### src/rtl/prvp_dc_token_ring_fifo_din_pkg.sv
// Constants shared by both halves of the token-ring dual-clock FIFO.
// Reset slots must match prvp_dc_token_ring_fifo_dout.
package prvp_dc_token_ring_fifo_din_pkg;
  localparam logic [31:0] FIFO_RING_RESET = 32'hc;
  localparam logic [31:0] RP_SYNC_RESET = 32'h8;
endpackage

### src/rtl/prvp_dc_token_ring_fifo_din_if.sv
// Producer-side valid/ready word handshake.
// master drives words, slave accepts them.
interface prvp_dc_token_ring_fifo_din_if #(
  parameter int DATA_WIDTH = 10
);
  logic [DATA_WIDTH-1:0] data;
  logic                  valid;
  logic                  ready;

  modport master (
    output data,
    output valid,
    input  ready
  );

  modport slave (
    input  data,
    input  valid,
    output ready
  );
endinterface

### src/rtl/prvp_dc_synchronizer.sv
// Two-flop synchronizer for a bus of one-hot pointer bits.
// Bits are sampled independently.
module prvp_dc_synchronizer #(
  parameter int               WIDTH = 8,
  parameter logic [WIDTH-1:0] RESET_VALUE = '0
) (
  input  logic             clk,
  input  logic             rstn,
  input  logic [WIDTH-1:0] d,
  output logic [WIDTH-1:0] q
);
  logic [WIDTH-1:0] meta;

  always_ff @(posedge clk or negedge rstn) begin
    if (!rstn) begin
      meta <= RESET_VALUE;
      q    <= RESET_VALUE;
    end else begin
      meta <= d;
      q    <= meta;
    end
  end
endmodule

### src/rtl/prvp_dc_token_ring.sv
// Rotating token ring; shifts left by one slot when enabled.
// Holds its state otherwise.
module prvp_dc_token_ring #(
  parameter int               WIDTH = 8,
  parameter logic [WIDTH-1:0] RESET_VALUE = '0
) (
  input  logic             clk,
  input  logic             rstn,
  input  logic             enable,
  output logic [WIDTH-1:0] state
);
  always_ff @(posedge clk or negedge rstn) begin
    if (!rstn) begin
      state <= RESET_VALUE;
    end else if (enable) begin
      state <= {state[WIDTH-2:0], state[WIDTH-1]};
    end
  end
endmodule

### src/rtl/prvp_dc_token_ring_fifo_din.sv
// Write half of the token-ring dual-clock FIFO.
// Stores words and exposes the read-selected entry asynchronously.
module prvp_dc_token_ring_fifo_din
  import prvp_dc_token_ring_fifo_din_pkg::*;
#(
  parameter int DATA_WIDTH   = 10,
  parameter int BUFFER_DEPTH = 8
) (
  input  logic                    clk,
  input  logic                    rstn,
  prvp_dc_token_ring_fifo_din_if.slave wr,
  output logic [BUFFER_DEPTH-1:0] write_token,
  input  logic [BUFFER_DEPTH-1:0] read_pointer,
  output logic [DATA_WIDTH-1:0]   data_async
);
  localparam logic [BUFFER_DEPTH-1:0] RING_RST =
    BUFFER_DEPTH'(FIFO_RING_RESET);
  localparam logic [BUFFER_DEPTH-1:0] SYNC_RST =
    BUFFER_DEPTH'(RP_SYNC_RESET);

  logic [BUFFER_DEPTH-1:0] ring;
  logic [BUFFER_DEPTH-1:0] write_pointer;
  logic [BUFFER_DEPTH-1:0] rp_sync;
  logic [BUFFER_DEPTH-1:0] guard;
  logic [DATA_WIDTH-1:0]   buffer [BUFFER_DEPTH];
  logic                    accept;

  assign accept = wr.valid & wr.ready;

  prvp_dc_token_ring #(
    .WIDTH       (BUFFER_DEPTH),
    .RESET_VALUE (RING_RST)
  ) u_ring (
    .clk    (clk),
    .rstn   (rstn),
    .enable (accept),
    .state  (ring)
  );

  prvp_dc_synchronizer #(
    .WIDTH       (BUFFER_DEPTH),
    .RESET_VALUE (SYNC_RST)
  ) u_rp_sync (
    .clk  (clk),
    .rstn (rstn),
    .d    (read_pointer),
    .q    (rp_sync)
  );

  assign write_token   = ring;
  assign write_pointer = ring & {ring[0], ring[BUFFER_DEPTH-1:1]};

  // Three slots ahead of the write slot: two-slot margin for sync lag.
  assign guard = {write_pointer[BUFFER_DEPTH-4:0],
                  write_pointer[BUFFER_DEPTH-1:BUFFER_DEPTH-3]};
  assign wr.ready = ~|(guard & rp_sync);

  always_ff @(posedge clk or negedge rstn) begin
    if (!rstn) begin
      for (int i = 0; i < BUFFER_DEPTH; i++) begin
        buffer[i] <= '0;
      end
    end else if (accept) begin
      for (int i = 0; i < BUFFER_DEPTH; i++) begin
        if (write_pointer[i]) begin
          buffer[i] <= wr.data;
        end
      end
    end
  end

  always_comb begin
    data_async = '0;
    for (int i = 0; i < BUFFER_DEPTH; i++) begin
      data_async = data_async |
        (buffer[i] & {DATA_WIDTH{read_pointer[i]}});
    end
  end
endmodule

### src/flat_wrapper.sv
// flat-port wrapper written by rule: the top's interface ports become plain ports
module prvp_dc_token_ring_fifo_din_flat import prvp_dc_token_ring_fifo_din_pkg::*;
#(
  parameter int DATA_WIDTH   = 10,
  parameter int BUFFER_DEPTH = 8
)
  (clk, rstn, write_token, read_pointer, data_async, wr_data, wr_valid, wr_ready);
  prvp_dc_token_ring_fifo_din_if #(.DATA_WIDTH(DATA_WIDTH)) wr_i ();
  input  logic clk;
  input  logic rstn;
  output logic [BUFFER_DEPTH-1:0] write_token;
  input  logic [BUFFER_DEPTH-1:0] read_pointer;
  output logic [DATA_WIDTH-1:0] data_async;
  input wire logic [$bits(wr_i.data)-1:0] wr_data;
  input wire logic [$bits(wr_i.valid)-1:0] wr_valid;
  output wire logic [$bits(wr_i.ready)-1:0] wr_ready;
  assign wr_i.data = wr_data;
  assign wr_i.valid = wr_valid;
  assign wr_ready = wr_i.ready;
  prvp_dc_token_ring_fifo_din #(.DATA_WIDTH(DATA_WIDTH), .BUFFER_DEPTH(BUFFER_DEPTH)) u_core (.clk(clk), .rstn(rstn), .wr(wr_i), .write_token(write_token), .read_pointer(read_pointer), .data_async(data_async));
endmodule
### config.mk
export PLATFORM = sky130hd
export DESIGN_NAME = prvp_dc_token_ring_fifo_din_flat
export DESIGN_NICKNAME = d
export VERILOG_FILES = /design/src/rtl/prvp_dc_token_ring_fifo_din_pkg.sv /design/src/rtl/prvp_dc_token_ring_fifo_din_if.sv /design/src/rtl/prvp_dc_synchronizer.sv /design/src/rtl/prvp_dc_token_ring.sv /design/src/rtl/prvp_dc_token_ring_fifo_din.sv /design/src/flat_wrapper.sv
export SDC_FILE = /design/constraint.sdc
export NUM_CORES = 1
export LEC_CHECK = 0
export BUFFER_PORTS_ARGS = -buffer_cell sky130_fd_sc_hd__buf_2
export CAP_MARGIN = 15
export CORE_ASPECT_RATIO = 0.6
export CORE_MARGIN = 8
export CORE_UTILIZATION = 30
export DETAILED_ROUTE_END_ITERATION = 8
export GPL_TIMING_DRIVEN = 0
export PLACE_DENSITY_LB_ADDON = 0.15
export REMOVE_ABC_BUFFERS = 1
export SLEW_MARGIN = 20
export SYNTH_ARGS = -nofsm -noshare
export SYNTH_HDL_FRONTEND = slang
export SYNTH_SLANG_ARGS = --single-unit
### constraint.sdc
create_clock -name clk -period 6.3 [get_ports clk]
set_clock_uncertainty 0.2 [all_clocks]
set_input_delay 0 -clock clk [delete_from_list [all_inputs] [get_ports clk]]
set_output_delay 0 -clock clk [all_outputs]
set_load 0.02 [all_outputs]
==> results.ini, run 1 <==
[routing]
wire_per_inst_um=19.6
drc=0
avgViaCountPerCell=4.88
wl_met2_um=4620
drt-initial-drc-count=241
routed_wl_um=10600
drt_first_pass_iters=4
dr_wl_met3_um=352
antenna_left=0
vias=2635
wl_met1_um=5550
highest_layer=met4

[cts]
clk_pin_slew_ns=0.07
cts_buffer_depth=2
cts.sinks=104
cts_buffers=9
cts_setup_buffers=0
root_buffer=clkbuf_16
cts_tree=built
insertion_delay_ns=0.34
htreeDepth=3

[power]
power.density_nw_per_um2=243
max-vdd-ir-drop_uv=111
total_power_mw=1.27
p_leak_nw=2.55

[floorplan]
dieArea_sq_um=18400
die_h_um=108
core_region_area_sq_um=13800
io_pins=40
start_util_pct=30.9
rows=33
die_w_um=170

[timing]
slew_headroom_pct=61.9
setup-tns-final_ns=0
period_needed_ns=2.78
final_max_slew_viol_count=0
setup_viol=0
fmax_mhz=360
hold_viol=0
finalCritPeriodShare_pct=44.1
whs_ns=0.148
rsz0062_at_grt=false
worst_pin_slew_ns=0.572

[critical_path]
worstPathMaxFanout=10
cp_common_cell=buf_2
slowest_stage=a222oi_1
cp.arrival_ns=2.80
crit_type=flip-flop to flip-flop
cpLargestDelayFamily=compound AO/OA/AOI/OAI gates
critPathLaunchType=flip-flop
path_buf_inv=3
endpoint_kind=flip-flop
path_cells=a22o_1, a222oi_1, buf_2, buf_2, buf_4, nand3_4, mux2_2
required_ns=6.32
max_stage_delay_ns=0.56

[synthesis]
ys_types=13
synth_compound_area_share_pct=8.09
ys_seq_area_share_pct=61.1
yosys_warnings=0
synth_cells=275
synth_top_family_by_area=multiplexers
syn-mean-instance-area_sq_um=15.5
ys_ff_latch=104
yosys.area_share.simple_pct=6.63
syn_area_sq_um=4270
synth_mux_area_share_pct=23.2
yosys.area_share.adder_pct=0
synth_xor_area_share_pct=0

[layout]
final_nets=364
final_common_cell=dfrtp_1
final_cell_mix=100 x dfrtp_1, 88 x mux2_2, 41 x buf_2
final_area_sq_um=5240
antennaDiodeCount=0
areaGrowthSynthToFinish_pct=22.7
layout-drive-gt1-share_pct=46.6

[global_route]
grt_pass1_vias=2738
grt_first_pass_wirelength_um=16600
grt_max_degree=77
antenna_found_initial=0
grt-ovfl-total=0
grtUsageTotal_pct=11.9

[hold_path]
hp-class=flip-flop to flip-flop

[place]
gp_congestion=0.690
io_buffers=39
place_area_sq_um=4720
dp.final_hpwl_um=6880

[job]
cap_violations=0

[status]
status=completed

-- flip-flops by register name, summed over array words and instances, names as in the netlist --
| signal | cells |
|---|---|
| u_core.buffer | 80 |
| u_core.u_ring.state | 8 |
| u_core.u_rp_sync.meta | 8 |
| u_core.u_rp_sync.q | 8 |
-- metal layers --
layer  up-vias  global-route usage, %
met4         0                   2.24
li1       1192                      -
met5         -                      0
met1      1400                   17.2
met3         4                   3.24
met2        39                   17.7
-- kinds of logic (layout without fill, tap and decap cells) --
kind of cell,after synthesis,count (layout)
buf+inv,9,82
compound gates,45,45
simple gates,29,29
flops,104,104
mux,88,88
-- cell type report --
cell class,instances,area [sq um]
fill,1355,8550
sequential,104,2610
multi-input combinational,162,1620
timing repair buffer,66,482
tap,192,240
clock buffer,10,229
clock inverter,6,60.1
-- where the power goes --
part	leakage [nW]	switching (mW)	internal, mW
Combinational	1.00	0.0377	0.0182
Sequential	1.41	0.00144	0.673
Clock	0.138	0.237	0.306
-- through the flow --
| step | std cells | setup slack [ns] | utilization [%] |
|---|---|---|---|
| floorplan | 266 | 2.53 | - |
| global placement | 497 | 1.94 | 33.8 |
| detailed placement | 502 | 3.55 | 34.2 |
| CTS | 540 | 3.54 | 38.0 |
| global route | 540 | 3.46 | 38.0 |
| finish | 540 | 3.52 | 38.0 |
-- timing repair --
item,CTS,global route
gates resized for setup,0,0
hold buffers,22,0
hold endpoints to repair,198,0
-- synth_stat cells --
library cell  number  area (sq um)
dfstp_2            4           105
buf_6              1          11.3
a22o_1             4          35.0
a222oi_1           1          10.0
nand4_1           10          62.6
and2_1             1          6.26
a22oi_1           40           300
nand2_2            1          6.26
clkbuf_1           8          30.0
dfrtp_1          100          2500
mux2_2            88           991
and3_1             8          50.1
nand3_4            9           158
-- final timing paths --
kind / to / cells past startpoint / slack [ns] / start
worst min-delay path: u_core.u_rp_sync.q[4] / 0 / 0.15 / u_core.u_rp_sync.meta[4]
max in group asynchronous: u_core.u_rp_sync.q[3] / 4 / 4.97 / rstn
min in group asynchronous: u_core.u_rp_sync.q[5] / 4 / 0.53 / rstn
worst min register to register: u_core.u_rp_sync.q[4] / 0 / 0.15 / u_core.u_rp_sync.meta[4]
worst max register to register: u_core.buffer[64] / 7 / 3.52 / u_core.u_ring.state[7]
worst max-delay path: u_core.buffer[64] / 7 / 3.52 / u_core.u_ring.state[7]
-- worst register-to-register path, cell delays in order (launching register included) --
cell and delay (ns):
dfrtp_1 0.45, a22o_1 0.23, a222oi_1 0.56, buf_2 0.28, buf_2 0.19, buf_4 0.16, nand3_4 0.21, mux2_2 0.38
(Power assumes the default switching activity.)
==> inputs of run 2 (changes only) <==
==> constraint.sdc (replaced) <==
create_clock -name clk -period 2.4 [get_ports clk]
set_clock_uncertainty 0.2 [all_clocks]
set_input_delay 0 -clock clk [delete_from_list [all_inputs] [get_ports clk]]
set_output_delay 0 -clock clk [all_outputs]
set_load 0.02 [all_outputs]
==> results.ini, run 2 (synthesized netlist as in run 1, its figures left out) <==
[status]
status=completed  ; unchanged

[timing]
whs_ns=0.149  ; was 0.148 ns
setup_ws_ns=0.0556  ; was 3.52 ns
slew_headroom_pct=56.6  ; was 61.9%
period_needed_ns=2.34  ; was 2.78 ns
hold_viol=0  ; unchanged
rsz0062_at_grt=true  ; was false
finalCritPeriodShare_pct=97.7  ; was 44.1%
worst_pin_slew_ns=0.648  ; was 0.572 ns
final_max_slew_viol_count=0  ; unchanged
setup_viol=0  ; unchanged
fmax_mhz=427  ; was 360 MHz

[global_route]
grt_first_pass_wirelength_um=17500  ; was 16,600 um
grt-ovfl-total=0  ; unchanged
grtUsageTotal_pct=12.7  ; was 11.9%
grt_max_degree=77  ; unchanged
antenna_found_initial=0  ; unchanged
grt_pass1_vias=2790  ; was 2,738

[routing]
drt-initial-drc-count=210  ; was 241
drc=0  ; unchanged
antenna_left=0  ; unchanged
avgViaCountPerCell=4.92  ; was 4.88
vias=2696  ; was 2,635
routed_wl_um=11300  ; was 10,600 um
drt_first_pass_iters=4  ; unchanged
wire_per_inst_um=20.7  ; was 19.6 um

[power]
power.density_nw_per_um2=624  ; was 243 nW/um^2
max-vdd-ir-drop_uv=293  ; was 111 uV
p_leak_nw=2.60  ; was 2.55 nW
total_power_mw=3.35  ; was 1.27 mW

[cts]
cts_buffer_depth=2  ; unchanged
root_buffer=clkbuf_16  ; unchanged
cts_buffers=9  ; unchanged
htreeDepth=3  ; unchanged
clk_pin_slew_ns=0.07  ; about the same
cts.sinks=104  ; unchanged
cts_tree=built  ; unchanged
insertion_delay_ns=0.33  ; was 0.34 ns

[floorplan]
rows=33  ; unchanged
start_util_pct=30.9  ; unchanged
dieArea_sq_um=18400  ; unchanged
die_h_um=108  ; unchanged
io_pins=40  ; unchanged
die_w_um=170  ; unchanged
core_region_area_sq_um=13800  ; unchanged

[place]
dp.final_hpwl_um=6880  ; unchanged
io_buffers=39  ; unchanged
post-place-ws_ns=-0.350  ; was 3.55 ns
gp_congestion=0.690  ; unchanged

[layout]
final_nets=372  ; was 364
antennaDiodeCount=0  ; unchanged
fillCellCount=1352  ; was 1,355
final_cell_mix=98 x dfrtp_1, 87 x mux2_2, 40 x a22oi_1  ; was 100 x dfrtp_1, 88 x mux2_2, 41 x buf_2
final_common_cell=dfrtp_1  ; unchanged
regMostFlops=u_core.buffer  ; unchanged
largest_reg_flops=80  ; unchanged
areaGrowthSynthToFinish_pct=25.8  ; was 22.7%
layout-drive-gt1-share_pct=48.6  ; was 46.6%

[hold_path]
hp-class=flip-flop to flip-flop  ; unchanged
worstHoldStart=u_core.u_rp_sync.meta[4]  ; unchanged

[critical_path]
max_stage_delay_ns=0.43  ; was 0.56 ns
slowest_stage=dfrtp_2  ; was a222oi_1
cp.arrival_ns=2.37  ; was 2.80 ns
path_cells=a22o_1, a222oi_1, buf_2, buf_6, buf_12, nand3_4, mux2_2  ; was a22o_1, a222oi_1, buf_2, buf_2, buf_4, nand3_4, mux2_2
critPathLaunchType=flip-flop  ; unchanged
worstPathMaxFanout=5  ; was 10
endpoint_kind=flip-flop  ; unchanged
required_ns=2.42  ; was 6.32 ns
crit_path_start=u_core.u_ring.state[7]  ; unchanged
crit_type=flip-flop to flip-flop  ; unchanged
r2r_start=u_core.u_ring.state[7]  ; unchanged

[job]
cap_violations=0  ; unchanged

## run 2: power breakdown
group	switching (mW)	leakage, nW	internal (mW)
registers	0.00384	1.40	1.77
logic	0.0999	1.06	0.0477
clock network	0.628	0.138	0.804
total	0.732	2.60	2.62
## run 2: per-layer routing
metal | share of wire (%) | vias up | wire (um) | track usage, %
li1 | - | 1218 | - | -
met1 | 51 | 1404 | 5810 | 18.5
met2 | 43 | 70 | 4860 | 18.7
met3 | 5.7 | 4 | 641 | 3.24
met4 | 0.23 | 0 | 26 | 2.24
met5 | 0 | - | 0 | 0
## run 2: what timing repair did
| item | CTS | global route |
|---|---|---|
| hold buffers | 22 | 0 |
| setup buffers | 3 | 3 |
| resized for setup | 9 | 6 |
| pin swaps | 1 | 2 |
| hold endpoints to repair | 198 | 0 |
| gates cloned | 3 | 0 |
| endpoints found under the setup margin | 60 | 51 |
## run 2: critical path: cells and delay by family, from the launching register on
kind,cells,cell delay (ns)
and+or+nand+nor,1,0.17
DFF,1,0.43
AOI/OAI and AO/OA,2,0.60
muxes,1,0.35
buffers and inverters,3,0.48
## run 2: final timing paths
kind / to / slack [ns] / cells after the start
max in group asynchronous: u_core.u_rp_sync.q[3] / 1.06 / 4
setup reg to reg: u_core.buffer[50] / 0.06 / 7
hold reg to reg: u_core.u_rp_sync.q[4] / 0.15 / 0
setup / recovery: u_core.buffer[50] / 0.06 / 7
min in group asynchronous: u_core.u_rp_sync.q[5] / 0.53 / 4
hold / removal: u_core.u_rp_sync.q[4] / 0.15 / 0
## run 2: through the flow
stage / TNS (ns) / utilization, % / area [sq um] / cells
2_1_floorplan: -120.91 / - / 4230 / 266
3_3_place_gp: -166.60 / 33.8 / 4660 / 497
3_5_place_dp: -12.25 / 34.2 / 4720 / 502
4_1_cts: 0 / 38.6 / 5320 / 545
5_1_grt: -0.0813 / 38.9 / 5370 / 548
6_report: 0 / 38.9 / 5370 / 548
## run 2: cell type report
class                      instances  area, sq um  share of cell area (%)
timing repair buffer              71          551                    10.3
multi-input combinational        165         1680                    31.3
sequential                       104         2610                    48.6
tap                              192          240                    4.48
clock buffer                      10          229                    4.27
clock inverter                     6         60.1                    1.12
==> inputs of run 3 (changes only) <==
--- a/config.mk
+++ b/config.mk
@@ -7,12 +7,14 @@
 export LEC_CHECK = 0
 export BUFFER_PORTS_ARGS = -buffer_cell sky130_fd_sc_hd__buf_2
 export CAP_MARGIN = 15
+export CELL_PAD_IN_SITES_DETAIL_PLACEMENT = 1
+export CELL_PAD_IN_SITES_GLOBAL_PLACEMENT = 1
 export CORE_ASPECT_RATIO = 0.6
-export CORE_MARGIN = 8
+export CORE_MARGIN = 2
 export CORE_UTILIZATION = 30
 export DETAILED_ROUTE_END_ITERATION = 8
 export GPL_TIMING_DRIVEN = 0
-export PLACE_DENSITY_LB_ADDON = 0.15
+export PLACE_DENSITY_LB_ADDON = 0.3
 export REMOVE_ABC_BUFFERS = 1
 export SLEW_MARGIN = 20
 export SYNTH_ARGS = -nofsm -noshare
==> results.ini, run 3 (synthesized netlist as in run 1, its figures left out) <==
[power]
total_power_mw=3.37  ; was 3.35 mW
p_leak_nw=2.62  ; was 2.60 nW
power.density_nw_per_um2=625  ; was 624 nW/um^2
max-vdd-ir-drop_uv=276  ; was 293 uV

[critical_path]
required_ns=2.43  ; was 2.42 ns
reg2reg_slack_ns=0.04  ; was 0.06 ns
cp.arrival_ns=2.38  ; was 2.37 ns
cpLargestDelayFamily=compound AO/OA/AOI/OAI gates  ; unchanged
path_buf_inv=3  ; unchanged
max_stage_delay_ns=0.44  ; was 0.43 ns
endpoint_kind=flip-flop  ; unchanged
worstPathMaxFanout=6  ; was 5
critPathLaunchType=flip-flop  ; unchanged
crit_type=flip-flop to flip-flop  ; unchanged
slowest_stage=dfrtp_2  ; unchanged
path_cells=a22o_1, a222oi_1, buf_4, buf_6, buf_12, nand3_4, mux2_4  ; was a22o_1, a222oi_1, buf_2, buf_6, buf_12, nand3_4, mux2_2

[floorplan]
core_region_area_sq_um=13800  ; unchanged
dieArea_sq_um=15200  ; was 18,400 sq um
die_h_um=96.4  ; was 108 um
start_util_pct=30.9  ; unchanged
io_pins=40  ; unchanged
die_w_um=158  ; was 170 um
rows=33  ; unchanged

[cts]
insertion_delay_ns=0.34  ; was 0.33 ns
htreeDepth=3  ; unchanged
cts.sinks=104  ; unchanged
cts_tree=built  ; unchanged
root_buffer=clkbuf_16  ; unchanged
cts_buffers=9  ; unchanged
cts_buffer_depth=2  ; unchanged
clk_pin_slew_ns=0.07  ; about the same

[layout]
regMostFlops=u_core.buffer  ; unchanged
largest_reg_flops=80  ; unchanged
final_common_cell=dfrtp_1  ; unchanged
areaGrowthSynthToFinish_pct=26.5  ; was 25.8%
final_nets=373  ; was 372
antennaDiodeCount=0  ; unchanged
fillCellCount=1424  ; was 1,352
final_cell_mix=98 x dfrtp_1, 85 x mux2_2, 40 x a22oi_1  ; was 98 x dfrtp_1, 87 x mux2_2, 40 x a22oi_1
finish.utilization_pct=39.1  ; was 38.9%
layout-drive-gt1-share_pct=48.5  ; was 48.6%

[timing]
worst_pin_slew_ns=0.401  ; was 0.648 ns
hold_viol=0  ; unchanged
setup_ws_ns=0.0447  ; was 0.0556 ns
period_needed_ns=2.36  ; was 2.34 ns
fmax_mhz=425  ; was 427 MHz
final_max_slew_viol_count=0  ; unchanged
setup-tns-final_ns=0  ; unchanged
slew_headroom_pct=73.2  ; was 56.6%
setup_viol=0  ; unchanged
whs_ns=0.149  ; about the same
finalCritPeriodShare_pct=98.1  ; was 97.7%

[place]
post-place-ws_ns=-0.465  ; was -0.350 ns
gp_congestion=0.731  ; was 0.690
io_buffers=39  ; unchanged
dp.final_hpwl_um=6960  ; was 6880 um

[routing]
drt-initial-drc-count=109  ; was 210
routed_wl_um=11800  ; was 11,300 um
drc=0  ; unchanged
drt_first_pass_iters=4  ; unchanged
avgViaCountPerCell=5.04  ; was 4.92
antenna_left=0  ; unchanged
wire_per_inst_um=21.4  ; was 20.7 um
vias=2766  ; was 2,696

[status]
status=completed  ; unchanged

[job]
cap_violations=0  ; unchanged

[global_route]
grtUsageTotal_pct=16.8  ; was 12.7%
grt_first_pass_wirelength_um=18100  ; was 17,500 um
grt_max_degree=75  ; was 77
grt_pass1_vias=2958  ; was 2,790
antenna_found_initial=0  ; unchanged
grt-ovfl-total=0  ; unchanged

[hold_path]
hp-class=flip-flop to flip-flop  ; unchanged

-- run 3: path summary, 6_finish.rpt --
kind	from	endpoint	cells past startpoint
min	u_core.u_rp_sync.meta[1]	u_core.u_rp_sync.q[1]	0
min reg2reg	u_core.u_rp_sync.meta[1]	u_core.u_rp_sync.q[1]	0
max reg2reg	u_core.u_ring.state[7]	u_core.buffer[52]	7
max	u_core.u_ring.state[7]	u_core.buffer[52]	7
max in group asynchronous	rstn	u_core.u_rp_sync.meta[3]	4
min in group asynchronous	rstn	u_core.buffer[65]	4
-- run 3: routing by layer --
metal	track usage, %	vias up	wire length, um
met5	0	-	0
met4	2.93	0	95
met3	4.59	10	439
met2	24.9	50	4960
met1	24.9	1482	6270
li1	-	1224	-
-- run 3: cell type report --
| cell class | instances | area (sq um) | area share (%) |
|---|---|---|---|
| flip-flops and latches | 104 | 2610 | 48.3 |
| multi-input cells | 166 | 1710 | 31.6 |
| repair buffers | 71 | 554 | 10.3 |
| well taps | 192 | 240 | 4.45 |
| clock buffers | 10 | 229 | 4.24 |
| clock inverters | 6 | 60.1 | 1.11 |
-- run 3: report_power, final --
group | total, mW | internal [mW] | switching, mW
Sequential | 1.77 | 1.77 | 0.00375
Clock | 1.45 | 0.804 | 0.650
Combinational | 0.148 | 0.0478 | 0.0998
-- run 3: through the flow --
| stage | instance area [sq um] | std cells |
|---|---|---|
| 2_1_floorplan | 4230 | 266 |
| 3_3_place_gp | 4660 | 497 |
| 3_5_place_dp | 4720 | 502 |
| 4_1_cts | 5380 | 548 |
| 5_1_grt | 5400 | 549 |
| 6_report | 5400 | 549 |
-- run 3: repair_timing --
item | CTS | global route
endpoints found under the setup margin | 79 | 80
cloned | 4 | 0
pin swaps | 3 | 2
resized for setup | 19 | 2
hold buffers | 22 | 0
endpoints found under the hold margin | 198 | 0
setup buffers | 4 | 2
